===== config.mk =====
export PLATFORM = sky130hd
export DESIGN_NAME = fifo_wr_sched
export DESIGN_NICKNAME = d
export VERILOG_FILES = /design/src/rtl/fifo_wr_sched.sv
export SDC_FILE = /design/constraint.sdc
export NUM_CORES = 1
export LEC_CHECK = 0
export ABC_AREA = 1
export CAP_MARGIN = 20
export CORE_ASPECT_RATIO = 1.1
export CORE_MARGIN = 2
export CORE_UTILIZATION = 35
export CTS_CLUSTER_SIZE = 10
export DETAILED_ROUTE_END_ITERATION = 8
export PLACE_DENSITY = 0.87
export SYNTH_ARGS = -nofsm -noshare
export SYNTH_HDL_FRONTEND = slang
export SYNTH_SLANG_ARGS = --single-unit

===== constraint.sdc =====
create_clock -name clk -period 1.9 [get_ports clk]
set_clock_uncertainty 0.15 [all_clocks]
set_input_delay 0.19 -clock clk [delete_from_list [all_inputs] [get_ports clk]]
set_output_delay 0.19 -clock clk [all_outputs]
set_load 0.01 [all_outputs]

===== src/rtl/fifo_wr_sched.sv =====
// fifo_wr_sched -- packet-level round-robin write scheduler for the shared FIFO.
//
// NREQ requester streams compete for the single FIFO write port. A requester
// keeps the grant for a whole packet, so packets never interleave. A packet is
// admitted only while the FIFO has room for a maximum-size packet.
//
// Ports:
//   clk, rst      clock, synchronous active-high reset
//   req_valid     per-requester beat valid
//   req_data      per-requester beat, requester i at [i*WIDTH +: WIDTH]
//   req_last      per-requester final-beat marker
//   req_ready     per-requester beat accept
//   fifo_wr_en    FIFO write enable (combinational, same cycle as accept)
//   fifo_wr_data  FIFO write data (granted requester's beat)
//   fifo_full     FIFO full flag
//   fifo_used     FIFO occupancy
//   grant_id      currently / last granted requester
//   busy          high while a packet is locked (FSM state LOCK)
//   pkt_err       one-cycle pulse after a packet was cut at MAX_PKT beats
//
// Handshake: a beat transfers on any cycle where req_valid[i] && req_ready[i]
// are both high at the rising edge. Only the granted requester ever sees
// req_ready high; other requesters must hold valid/data/last stable.
module fifo_wr_sched #(
    parameter int NREQ    = 4,
    parameter int WIDTH   = 8,
    parameter int DEPTH   = 16,
    parameter int MAX_PKT = 4
) (
    input  logic                      clk,
    input  logic                      rst,
    input  logic [NREQ-1:0]           req_valid,
    input  logic [NREQ*WIDTH-1:0]     req_data,
    input  logic [NREQ-1:0]           req_last,
    output logic [NREQ-1:0]           req_ready,
    output logic                      fifo_wr_en,
    output logic [WIDTH-1:0]          fifo_wr_data,
    input  logic                      fifo_full,
    input  logic [$clog2(DEPTH):0]    fifo_used,
    output logic [$clog2(NREQ)-1:0]   grant_id,
    output logic                      busy,
    output logic                      pkt_err
);

    localparam int IW = $clog2(NREQ);
    localparam int UW = $clog2(DEPTH) + 1;
    localparam int CW = $clog2(MAX_PKT + 1);

    typedef enum logic {
        ST_IDLE = 1'b0,
        ST_LOCK = 1'b1
    } state_t;

    state_t          r_state;
    logic [IW-1:0]   r_rr_ptr;
    logic [IW-1:0]   r_grant_id;
    logic [CW-1:0]   r_beat_cnt;
    logic            r_pkt_err;

    logic [UW-1:0]   w_free;
    logic            w_admit;
    logic            w_any_valid;
    logic [IW-1:0]   w_idx;
    logic [IW-1:0]   w_winner;
    logic            w_g_valid;
    logic            w_g_last;
    logic [WIDTH-1:0] w_g_data;
    logic            w_accept;
    logic [CW-1:0]   w_cnt_next;

    // Occupancy is never above DEPTH, so the subtraction cannot wrap.
    assign w_free      = UW'(DEPTH) - fifo_used;
    assign w_admit     = (w_free >= UW'(MAX_PKT));
    assign w_any_valid = |req_valid;

    // Round-robin search starting just after the last winner. Scanning the
    // offsets from farthest to nearest lets the nearest valid index win.
    always_comb begin
        w_winner = '0;
        w_idx    = '0;
        for (int k = NREQ; k >= 1; k--) begin
            w_idx = IW'((int'(r_rr_ptr) + k) % NREQ);
            if (req_valid[w_idx]) begin
                w_winner = w_idx;
            end
        end
    end

    // Select the granted requester's stream.
    always_comb begin
        w_g_valid = 1'b0;
        w_g_last  = 1'b0;
        w_g_data  = '0;
        for (int i = 0; i < NREQ; i++) begin
            if (r_grant_id == IW'(i)) begin
                w_g_valid = req_valid[i];
                w_g_last  = req_last[i];
                w_g_data  = req_data[i*WIDTH +: WIDTH];
            end
        end
    end

    always_comb begin
        req_ready = '0;
        if (r_state == ST_LOCK) begin
            req_ready[r_grant_id] = !fifo_full;
        end
    end

    assign w_accept     = (r_state == ST_LOCK) && w_g_valid && !fifo_full;
    assign w_cnt_next   = r_beat_cnt + CW'(1);
    assign fifo_wr_en   = w_accept;
    assign fifo_wr_data = w_g_data;
    assign grant_id     = r_grant_id;
    assign busy         = (r_state == ST_LOCK);
    assign pkt_err      = r_pkt_err;

    always_ff @(posedge clk) begin
        if (rst) begin
            r_state    <= ST_IDLE;
            r_rr_ptr   <= IW'(NREQ - 1);
            r_grant_id <= '0;
            r_beat_cnt <= '0;
            r_pkt_err  <= 1'b0;
        end else begin
            r_pkt_err <= 1'b0;
            case (r_state)
                ST_IDLE: begin
                    if (w_any_valid && w_admit) begin
                        r_grant_id <= w_winner;
                        r_rr_ptr   <= w_winner;
                        r_beat_cnt <= '0;
                        r_state    <= ST_LOCK;
                    end
                end
                ST_LOCK: begin
                    // Grant is held indefinitely while the owner is idle.
                    if (w_accept) begin
                        r_beat_cnt <= w_cnt_next;
                        if (w_g_last) begin
                            r_state <= ST_IDLE;
                        end else if (w_cnt_next == CW'(MAX_PKT)) begin
                            // Oversized packet: close it here; the rest of
                            // the stream re-arbitrates as a new packet.
                            r_pkt_err <= 1'b1;
                            r_state   <= ST_IDLE;
                        end
                    end
                end
                default: r_state <= ST_IDLE;
            endcase
        end
    end

endmodule


==> metrics.log <==
INFO  metric chipWidth = 52.6 µm
INFO  metric clock_latency = between 0.2 and 0.3 ns
INFO  metric largest_net_degree_at_the_start_of_global_routing = 11
INFO  metric final_period_util = 0.939
INFO  metric clock_sink_count = 9
INFO  metric hold_path_startpoint = r_beat_cnt[2]$_SDFFE_PP0P_
INFO  metric p_leak = 0.791 nW
INFO  metric crit_path_max_incr_delay = 0.35 ns
INFO  metric finalSetupTns = 0 ns
INFO  metric power.internal = 0.659 mW
INFO  metric place.detailed.hpwl = between 2 and 2.5 mm
INFO  metric cts_tree = built
INFO  metric area.growth.synth_to_final = 81.5%
INFO  metric sequentialPowerShare = 0.228
INFO  metric power.switching_fraction = 0.422
INFO  metric final_util = 0.662
INFO  metric cp.required = roughly 1.6 ns
INFO  metric layout_setup_ws = 0.116 ns
INFO  metric nNetsFinal = between 200 and 300
INFO  metric num_vias = 1,301
INFO  metric period_needed = 1.78 ns
INFO  metric arrival = 1.44 ns
INFO  metric grt_overflow_total = 0
INFO  metric layout.cells.most_common_list = 80 x nand2_1, 51 x clkdlybuf4s50_1, 15 x inv_1
INFO  metric slew_viol_final = 0
INFO  metric switchingPower = 0.480 mW
INFO  metric critical_path_peak_fanout = 5
INFO  metric final_cell_count_no_fill = 270
INFO  metric setup_violations = 0
INFO  metric critPathMostFrequentCell = nor2_1
INFO  metric synth_top_area_frac = 0.330
INFO  metric vdd_drop_max = 0.499 mV
INFO  metric synth.avg_cell_area = 5.52 µm²
INFO  metric clkTransAtPathRegs = 0.06 ns
INFO  metric postSynthRegisterBits = 9
INFO  metric end_kind = output pin
INFO  metric synthesis.instances = 165
INFO  metric port_buffers = 64
INFO  metric antenna_cells = 0
INFO  metric drt-pass1-iter-count = 4
INFO  metric placeable_area = 0.00250 mm²
INFO  metric worst-r2r-setup-slack = 0.36 ns
INFO  metric cts_max_path_bufs = 2
INFO  metric pin_count = 65
INFO  metric place_worst_setup_slack = -0.0812 ns
INFO  metric grt_setup_unrepaired = false
INFO  metric synth.yosys.seq_area_share = 0.198
INFO  metric first_global_vias = 1,183
INFO  metric die_area = 0.00303 mm²
INFO  metric finalPower = 1.14 mW
INFO  metric maxCapViolations = 0
INFO  metric status = finished clean
INFO  metric fin_worst_hold_slack = 0.333 ns
INFO  metric antenna_left = 0
INFO  metric wire_per_inst = 10.7 µm
INFO  metric drive_above_1_share = 0.126
INFO  metric hold_class = reg -> reg
INFO  metric cp_cell_sequence = inv_1 -> nor2_1 -> inv_2 -> nor2_1 -> nand2_1 -> nand2_4 -> dlygate4sd2_1
INFO  metric h-tree-depth = 1
INFO  metric fin_area = 0.00165 mm²
INFO  metric worst_pin_slew = around 0.33 ns
INFO  metric synth_largest_area_cell = nand2_1
INFO  metric power.density_cell_area = 689 mW/mm²
INFO  metric synth-warning-count = 0
INFO  metric final_hold_viol_count = 0
INFO  metric slew_headroom = 0.777
INFO  metric dp_cells = roughly 270
INFO  metric startpoint = busy$_SDFF_PP0_
INFO  metric power.share.clock = 0.132
INFO  metric cts_made_buffers = 3
INFO  metric cts-root-buf = clkbuf_4
INFO  metric place_area = 0.00163 mm²
INFO  metric routed_wl = 2.90 mm
INFO  metric synthTopCellsByArea = nand2_1 33%, dfxtp_1 20%, nand4_1 7.6%
INFO  metric vertical_die_dimension = 57.5 µm
INFO  metric timing_worst_setup_path_type = reg -> out
INFO  metric antenna_found_initial = 0
INFO  metric post_synthesis_instance_area = 911 µm²
INFO  metric grt_first_pass_wirelength = 4.45 mm
INFO  metric vias_per_cell = between 4 and 5
INFO  metric synth.net_count = roughly 220
INFO  metric global_router_s_overall_resource_usage = 0.188
INFO  metric gp_congestion = between 0.7 and 0.8
INFO  metric initial_core_util = 0.365
INFO  metric drt_iter0_drc = 25
INFO  metric rows = 19
INFO  metric reg2reg_from = r_rr_ptr[0]$_SDFFE_PP1P_
INFO  metric cell_with_the_biggest_individual_delay_on_the_critical_path = dfxtp_1
INFO  metric max_clock_freq = 0.561 GHz
INFO  metric share_comb_of_total_power = 0.641
INFO  metric mostFrequentLayoutCell = nand2_1
INFO  metric post-route-drc-count = 0
INFO  metric timing.critical_path.from_type = flop
INFO  metric synth.lib_cells_used.distinct = 21
## synth_stat cells (all sizes together)
cell    instances
a21oi           8
ha              2
inv            20
dfxtp           9
nand4          12
nand2          83
nand3           9
nor3            2
o211ai          1
buf             3
o21ai           2
nor2           14
## timing repair
action / 4_1_cts / 5_1_grt
resized for setup: 19 / 0
endpoints found under the setup margin: 13 / 0
buffers inserted: 0 / 0
hold buffers: 0 / 0
## cell families after synthesis
| logic type | share of synthesized area |
|---|---|
| AOI/OAI and AO/OA | 0.0714 |
| adders and majority gates | 0.0275 |
| buffers and inverters | 0.111 |
| DFF | 0.198 |
| and+or+nand+nor | 0.592 |
## routing by layer
metal  track usage  wire length [µm]  vias to the layer above  part of all wire
li1              -                 -                      676                 -
met2         0.354              1400                       55              0.48
met1         0.189              1070                      566              0.37
met4        0.0733                45                        0             0.016
met5             0                 0                        -                 0
met3        0.0524               379                        4              0.13
## state kept, by name, indices dropped and copies added (netlist names)
signal      flops
r_beat_cnt      3
grant_id        2
r_rr_ptr        2
busy            1
pkt_err         1
## final timing paths
check                                             endpoint  cells past startpoint
worst max-delay path                            fifo_wr_en                      7
worst min-delay path            r_beat_cnt[2]$_SDFFE_PP0P_                      2
worst max register to register    grant_id[0]$_SDFFE_PP0P_                     10
worst min register to register  r_beat_cnt[2]$_SDFFE_PP0P_                      2
## layout make-up
class                      count  area (µm²)
timing repair buffer          73         696
clock buffer                   4        26.3
sequential                     9         185
inverter                      20        77.6
multi-input combinational    133         629
tap                           31        38.8
fill                         247         843
## power by group through the flow
stage | Combinational, mW | Clock (mW) | Sequential, mW
final | 0.729 | 0.150 | 0.259
after floorplan | 0.430 | 0 | 0.243
after CTS | 0.735 | 0.154 | 0.258
after global placement | 0.762 | 0 | 0.259
after global routing | 0.809 | 0.155 | 0.263
after detailed placement | 0.773 | 0 | 0.259
## critical path, delay by kind of cell, from the launching register on
family	cells	cell delay (ns)
flip-flops	1	0.35
buffers and inverters	3	0.40
AND/OR/NAND/NOR	4	0.43
(Power assumes the default switching activity.)
